===== src/rtl/dmem_arb_pkg.sv =====
// Shared encodings for the data-memory arbiter: FSM states, read-return
// routing, CPU address classes and the default I/O register addresses.
package dmem_arb_pkg;

   localparam logic [31:0] IO_SW_ADDR_DEF  = 32'd4096;
   localparam logic [31:0] IO_LED_ADDR_DEF = 32'd4097;

   // Starvation counter width; covers limits up to 255.
   localparam int CNT_W = 8;

   typedef enum logic {
      ST_ARB   = 1'b0,
      ST_FORCE = 1'b1
   } arb_state_t;

   // Owner of the read issued this cycle; steers the data returned next cycle.
   typedef enum logic [2:0] {
      RD_NONE    = 3'd0,
      RD_CPU_RAM = 3'd1,
      RD_CPU_SW  = 3'd2,
      RD_CPU_LED = 3'd3,
      RD_DMA     = 3'd4
   } rd_src_t;

   typedef enum logic [1:0] {
      CLS_RAM = 2'd0,
      CLS_SW  = 2'd1,
      CLS_LED = 2'd2
   } addr_cls_t;

   // Full 32-bit compare: only the exact I/O addresses leave the RAM space.
   function automatic addr_cls_t classify(input logic [31:0] addr,
                                          input logic [31:0] sw_a,
                                          input logic [31:0] led_a);
      addr_cls_t cls;
      cls = CLS_RAM;
      if (addr == sw_a) begin
         cls = CLS_SW;
      end else if (addr == led_a) begin
         cls = CLS_LED;
      end
      return cls;
   endfunction

endpackage


===== src/rtl/dmem_arbiter_sync2.sv =====
// Two-flop synchroniser for a bus of quasi-static asynchronous inputs
// (switches); each bit is synchronised independently.
module sync2 #(
   parameter int W = 16
) (
   input  logic         i_clock,
   input  logic         i_reset,
   input  logic [W-1:0] i_d,
   output logic [W-1:0] o_q
);

   logic [W-1:0] r_meta;
   logic [W-1:0] r_sync;

   // Metastability stage followed by the stable output stage.
   always_ff @(posedge i_clock) begin
      if (i_reset) begin
         r_meta <= '0;
         r_sync <= '0;
      end else begin
         r_meta <= i_d;
         r_sync <= r_meta;
      end
   end

   assign o_q = r_sync;

endmodule


===== src/rtl/dmem_arbiter.sv =====
// Data-memory arbiter: shares the single-port data RAM between the CPU
// MEM stage and the read-only audio DMA, decodes the switch/LED registers,
// and forces a one-cycle DMA grant (stalling the CPU) after a bounded wait.
//
// state    | meaning
// ---------+-------------------------------------------------------------
// ST_ARB   | normal arbitration; CPU RAM access wins, DMA takes idle slots
// ST_FORCE | one cycle: CPU stalled, its side effects dropped, DMA owns RAM
module dmem_arbiter
   import dmem_arb_pkg::*;
#(
   parameter int          ADDR_W       = 12,
   parameter logic [31:0] IO_SW_ADDR   = IO_SW_ADDR_DEF,
   parameter logic [31:0] IO_LED_ADDR  = IO_LED_ADDR_DEF,
   parameter int          STARVE_LIMIT = 8
) (
   input  logic              clock,
   input  logic              reset,
   input  logic              cpu_en,
   input  logic              cpu_wren,
   input  logic [31:0]       cpu_addr,
   input  logic [31:0]       cpu_data,
   output logic [31:0]       cpu_q,
   output logic              cpu_stall,
   input  logic              dma_req,
   input  logic [ADDR_W-1:0] dma_addr,
   output logic              dma_gnt,
   output logic              dma_valid,
   output logic [31:0]       dma_q,
   output logic [ADDR_W-1:0] ram_addr,
   output logic              ram_wEn,
   output logic [31:0]       ram_dataIn,
   input  logic [31:0]       ram_dataOut,
   input  logic [15:0]       sw_in,
   output logic [15:0]       led
);

   localparam logic [CNT_W-1:0] LIMIT = CNT_W'(STARVE_LIMIT);

   arb_state_t       r_state;
   arb_state_t       w_state_nxt;
   logic [CNT_W-1:0] r_cnt;
   logic [CNT_W-1:0] w_cnt_nxt;
   rd_src_t          r_rd_src;
   rd_src_t          w_rd_src_nxt;
   logic             r_dma_valid;
   logic [15:0]      r_led;
   logic [15:0]      w_sw_sync;
   addr_cls_t        w_cls;
   logic             w_cpu_ram;
   logic             w_led_wr;

   assign w_cls     = classify(cpu_addr, IO_SW_ADDR, IO_LED_ADDR);
   assign w_cpu_ram = cpu_en && (w_cls == CLS_RAM);

   sync2 #(.W(16)) u_sw_sync (
      .i_clock (clock),
      .i_reset (reset),
      .i_d     (sw_in),
      .o_q     (w_sw_sync)
   );

   // FSM state register and starvation counter.
   always_ff @(posedge clock) begin
      if (reset) begin
         r_state <= ST_ARB;
         r_cnt   <= '0;
      end else begin
         r_state <= w_state_nxt;
         r_cnt   <= w_cnt_nxt;
      end
   end

   // Next state: count denied DMA cycles, enter FORCE when the limit is hit.
   always_comb begin
      w_state_nxt = r_state;
      w_cnt_nxt   = '0;
      case (r_state)
         ST_ARB: begin
            if (dma_req && !dma_gnt) begin
               w_cnt_nxt = r_cnt + 1'b1;
               if (w_cnt_nxt == LIMIT) begin
                  w_state_nxt = ST_FORCE;
               end
            end
         end
         ST_FORCE: begin
            w_state_nxt = ST_ARB;
         end
         default: begin
            w_state_nxt = ST_ARB;
         end
      endcase
   end

   // Port ownership and handshake outputs; reset silences everything at once.
   always_comb begin
      cpu_stall  = 1'b0;
      dma_gnt    = 1'b0;
      ram_addr   = dma_addr;
      ram_wEn    = 1'b0;
      ram_dataIn = cpu_data;
      if (!reset) begin
         case (r_state)
            ST_ARB: begin
               if (w_cpu_ram) begin
                  ram_addr = cpu_addr[ADDR_W-1:0];
                  ram_wEn  = cpu_wren;
               end else if (dma_req) begin
                  dma_gnt = 1'b1;
               end
            end
            ST_FORCE: begin
               // A dropped request still burns the forced cycle, just ungranted.
               cpu_stall = 1'b1;
               dma_gnt   = dma_req;
            end
            default: begin
               cpu_stall = 1'b0;
            end
         endcase
      end
   end

   // Pick who gets data back next cycle. A CPU I/O load may coincide with a
   // DMA grant, so DMA validity is carried separately in r_dma_valid.
   always_comb begin
      w_rd_src_nxt = RD_NONE;
      if (r_state == ST_ARB && cpu_en && !cpu_wren) begin
         case (w_cls)
            CLS_RAM: w_rd_src_nxt = RD_CPU_RAM;
            CLS_SW:  w_rd_src_nxt = RD_CPU_SW;
            CLS_LED: w_rd_src_nxt = RD_CPU_LED;
            default: w_rd_src_nxt = RD_NONE;
         endcase
      end else if (dma_gnt) begin
         w_rd_src_nxt = RD_DMA;
      end
   end

   // LED stores only take effect in ARB; stores to the switch address are dropped.
   assign w_led_wr = (r_state == ST_ARB) && cpu_en && cpu_wren && (w_cls == CLS_LED);

   // Return-path routing and LED register.
   always_ff @(posedge clock) begin
      if (reset) begin
         r_rd_src    <= RD_NONE;
         r_dma_valid <= 1'b0;
         r_led       <= '0;
      end else begin
         r_rd_src    <= w_rd_src_nxt;
         r_dma_valid <= dma_gnt;
         if (w_led_wr) begin
            r_led <= cpu_data[15:0];
         end
      end
   end

   // CPU load data mux, driven from last cycle's routing decision.
   always_comb begin
      cpu_q = '0;
      case (r_rd_src)
         RD_CPU_RAM: cpu_q = ram_dataOut;
         RD_CPU_SW:  cpu_q = {16'h0000, w_sw_sync};
         RD_CPU_LED: cpu_q = {16'h0000, r_led};
         default:    cpu_q = '0;
      endcase
   end

   assign dma_valid = r_dma_valid;
   assign dma_q     = ram_dataOut;
   assign led       = r_led;

endmodule


===== config.mk =====
export PLATFORM = sky130hd
export DESIGN_NAME = dmem_arbiter
export DESIGN_NICKNAME = d
export VERILOG_FILES = /design/src/rtl/dmem_arb_pkg.sv /design/src/rtl/dmem_arbiter_sync2.sv /design/src/rtl/dmem_arbiter.sv
export SDC_FILE = /design/constraint.sdc
export NUM_CORES = 1
export LEC_CHECK = 0
export ABC_AREA = 1
export CELL_PAD_IN_SITES_DETAIL_PLACEMENT = 1
export CELL_PAD_IN_SITES_GLOBAL_PLACEMENT = 2
export CORE_MARGIN = 2
export CORE_UTILIZATION = 17
export CTS_CLUSTER_SIZE = 8
export DETAILED_ROUTE_END_ITERATION = 8
export GPL_TIMING_DRIVEN = 1
export PLACE_DENSITY = 0.86
export SYNTH_ARGS = -nofsm -noshare
export SYNTH_HDL_FRONTEND = slang
export SYNTH_SLANG_ARGS = --single-unit

===== constraint.sdc =====
create_clock -name clock -period 2.65 [get_ports clock]
set_input_delay 0.6625 -clock clock [delete_from_list [all_inputs] [get_ports clock]]
set_output_delay 0.6625 -clock clock [all_outputs]
set_load 0.005 [all_outputs]

==> reports/qor.json <==
{
  "run_status": {"value": "completed"},
  "rows": {"value": 51},
  "multi_input_comb_area": {"value": 0.001485, "unit": "mm²"},
  "finalCriticalPeriod": {"value": 2624, "unit": "ps"},
  "max_slew_margin": {"value": 77.29, "unit": "%"},
  "report.power.total": {"value": 2.541, "unit": "mW"},
  "final_nets": {"value": 868},
  "synth_warnings": {"value": 0},
  "cts_bufs_inserted": {"value": 9},
  "final-max-slew-violation-count": {"value": 0},
  "number_of_search_and_repair_iterations_in_the_first_detailed_routing_pass": {"value": 4},
  "dpl_hpwl": {"value": 11.08, "unit": "mm"},
  "worst_ep_required_time": {"value": 1990, "unit": "ps"},
  "antenna_found_initial": {"value": 0},
  "gp_routability_congestion": {"value": 0.7119},
  "core": {"value": 0.01965, "unit": "mm²"},
  "grt_setup_unrepaired": {"value": "true"},
  "p_leak": {"value": 3.068, "unit": "nW"},
  "finalNonFillerCells": {"value": 1007},
  "fin_util": {"value": 32.29, "unit": "%"},
  "cts-root-buf": {"value": "clkbuf_16"},
  "setup_viol": {"value": 0},
  "gr-total-overflow": {"value": 0},
  "ir_drop": {"value": 0.0002472, "unit": "V"},
  "ctsHtreeMaxLevel": {"value": 3},
  "layout-drive-gt1-share": {"value": 25.47, "unit": "%"},
  "crit_path_start_kind": {"value": "primary input"},
  "ios": {"value": 257},
  "final_cell_area": {"value": 0.006346, "unit": "mm²"},
  "yosys.cell_count.top_type": {"value": "nor2_1"},
  "die_h": {"value": 146.0, "unit": "µm"},
  "pin_count_of_the_biggest_net_entering_global_routing": {"value": 33},
  "synth.top_cell.area_share": {"value": 35.62, "unit": "%"},
  "crit_type": {"value": "primary input to output pin"},
  "timing.max_cap.violations": {"value": 0},
  "final_min_period_over_clock_period": {"value": 99.02, "unit": "%"},
  "area_of_the_die": {"value": 0.02132, "unit": "mm²"},
  "setup_slack": {"value": 25.84, "unit": "ps"},
  "detailed_place.area": {"value": 0.005590, "unit": "mm²"},
  "post_synth_instance_area": {"value": 0.003428, "unit": "mm²"},
  "initial_utilization": {"value": 17.44, "unit": "%"},
  "port_buffers": {"value": 224},
  "numClockSinks": {"value": 61},
  "worstHoldPathCells": {"value": 2},
  "global_route_wire_length_before_repair": {"value": 21.54, "unit": "mm"},
  "die_w": {"value": 146.0, "unit": "µm"},
  "async_reset_ff_share": {"value": 0, "unit": "%"},
  "drt-initial-drc-count": {"value": 82},
  "synthTopCellsByCount": {"value": "nor2_1, nand2_1, inv_1"},
  "route.vias.total": {"value": 3837},
  "crit_fanout": {"value": 4},
  "via_to_cell_ratio": {"value": 3.810},
  "synth_top_cells_by_area": {"value": "dfxtp_1, buf_4, nor2_1, nand2_1, inv_1"},
  "syn-mean-instance-area": {"value": 6.555, "unit": "µm²"},
  "worst_skew_pair.late_latency": {"value": 340, "unit": "ps"},
  "final.setup_skew": {"value": 7.987, "unit": "ps"},
  "distinct_cell_type_count_after_synthesis": {"value": 22},
  "area.sequential": {"value": 0.001224, "unit": "mm²"},
  "ys_seq_elements": {"value": 61},
  "post-place-ws": {"value": -682.8, "unit": "ps"},
  "synth_flop_cell": {"value": "dfxtp_1"},
  "filler_cell_count_in_the_final_layout": {"value": 2441},
  "clk_pin_slew": {"value": 60, "unit": "ps"},
  "powerDensity": {"value": 400.5, "unit": "mW/mm²"},
  "ys_seq_area_share": {"value": 35.62, "unit": "%"},
  "area.growth.synth_to_final": {"value": 85.11, "unit": "%"},
  "drc": {"value": 0},
  "worstHoldPathType": {"value": "flip-flop to flip-flop"},
  "worstRegToRegCells": {"value": 11},
  "clock_tree.buffer_depth": {"value": 2},
  "antenna_cells_inserted": {"value": 0},
  "grt_pass1_vias": {"value": 3891},
  "post-place-cells": {"value": 952},
  "synth_enable_flop_cells": {"value": 0},
  "wirelength": {"value": 14.57, "unit": "mm"},
  "synth.largest_area_cell": {"value": "dfxtp_1"},
  "worst-endpoint-arrival": {"value": 1960, "unit": "ps"},
  "tritoncts": {"value": "done"},
  "worstSetupEndpointType": {"value": "output pin"},
  "synth_cells": {"value": 523},
  "hold_violations": {"value": 0},
  "worstMarginPinSlew": {"value": 340.6, "unit": "ps"},
  "detail-route-antenna-nets": {"value": 0},
  "hold_buffers": {"value": 0},
  "syn-num-nets": {"value": 654},
  "fmax": {"value": 381.1, "unit": "MHz"},
  "gr-usage-all-layers": {"value": 13.12, "unit": "%"},
  "detail_route.wl_per_cell": {"value": 14.47, "unit": "µm"}
}
==> through the flow <==
step	setup TNS (ps)	hold slack (ps)
CTS	0	399.9
global placement	-8529	392.5
finish	0	402.7
detailed placement	-8776	395.4
global route	-324.8	417.2
floorplan	0	388.3
==> final timing paths <==
path,from,endpoint,slack [ps]
hold reg to reg,u_sw_sync.r_meta[0],u_sw_sync.o_q[0],400
setup reg to reg,r_state,led[11],1050
setup / recovery,cpu_addr[31],ram_addr[4],30
hold / removal,u_sw_sync.r_meta[0],u_sw_sync.o_q[0],400
==> timing repair <==
| action | CTS | global route |
|---|---|---|
| gates cloned | 2 | 4 |
| pin swaps | 39 | 27 |
| resized for setup | 207 | 74 |
| endpoints found under the setup margin | 39 | 48 |
| buffers inserted | 25 | 9 |
==> critical path, cell delays in order <==
cell,delay (ps)
buf_6,90
nor2_2,80
nand2_1,70
nor2_1,130
nand2_2,110
inv_2,80
nand2_2,60
nand4_1,210
buf_6,160
buf_6,100
nand2_2,30
nand2_1,60
buf_2,110
==> placed cells by master, fill, tap and decap left out, types with 15 or more instances in the layout <==
master           instances
dfxtp_1                 59
a22oi_1                 15
buf_6                   26
buf_2                   35
inv_1                   76
clkdlybuf4s50_1        166
nand2_1                 90
buf_4                   35
nor2_1                 106
nand2_2                 23
==> registers in the layout (all words and copies together), names as in the netlist <==
signal            flops
r_cnt                 8
r_rd_src              3
u_sw_sync.r_meta     16
u_sw_sync.o_q        16
r_state               1
led                  16
dma_valid             1
==> layer usage <==
layer / global-route usage, % / part of all wire [%]
met5: 0 / 0
met4: 3.398 / 1.1
met3: 5.344 / 8.6
met2: 24.50 / 52
met1: 13.58 / 38
==> report_power, final <==
part	internal [mW]	total [mW]	switching, mW
Clock	0.664	1.12	0.454
Combinational	0.290	0.472	0.183
Sequential	0.943	0.951	0.00811
Total	1.90	2.54	0.645
==> cell families (layout without fill, tap and decap cells) <==
group | count (synthesis) | count (layout) | synth area share (%)
compound gates | 15 | 15 | 3.285
flops | 61 | 61 | 35.62
fa+ha+maj | 2 | 2 | 0.7298
simple gates | 270 | 271 | 32.23
xor+xnor | 6 | 6 | 1.533
buf+inv | 169 | 387 | 26.61
==> final cells by class <==
| cell class | count | share of cell area [%] |
|---|---|---|
| multi-input combinational | 294 | 23.40 |
| sequential | 61 | 19.28 |
| timing repair buffer | 283 | 42.29 |
| inverter | 88 | 5.304 |
| clock inverter | 6 | 0.7295 |
| clock buffer | 10 | 3.766 |
| tap | 265 | 5.225 |
Power figures use the tool's default switching activity.
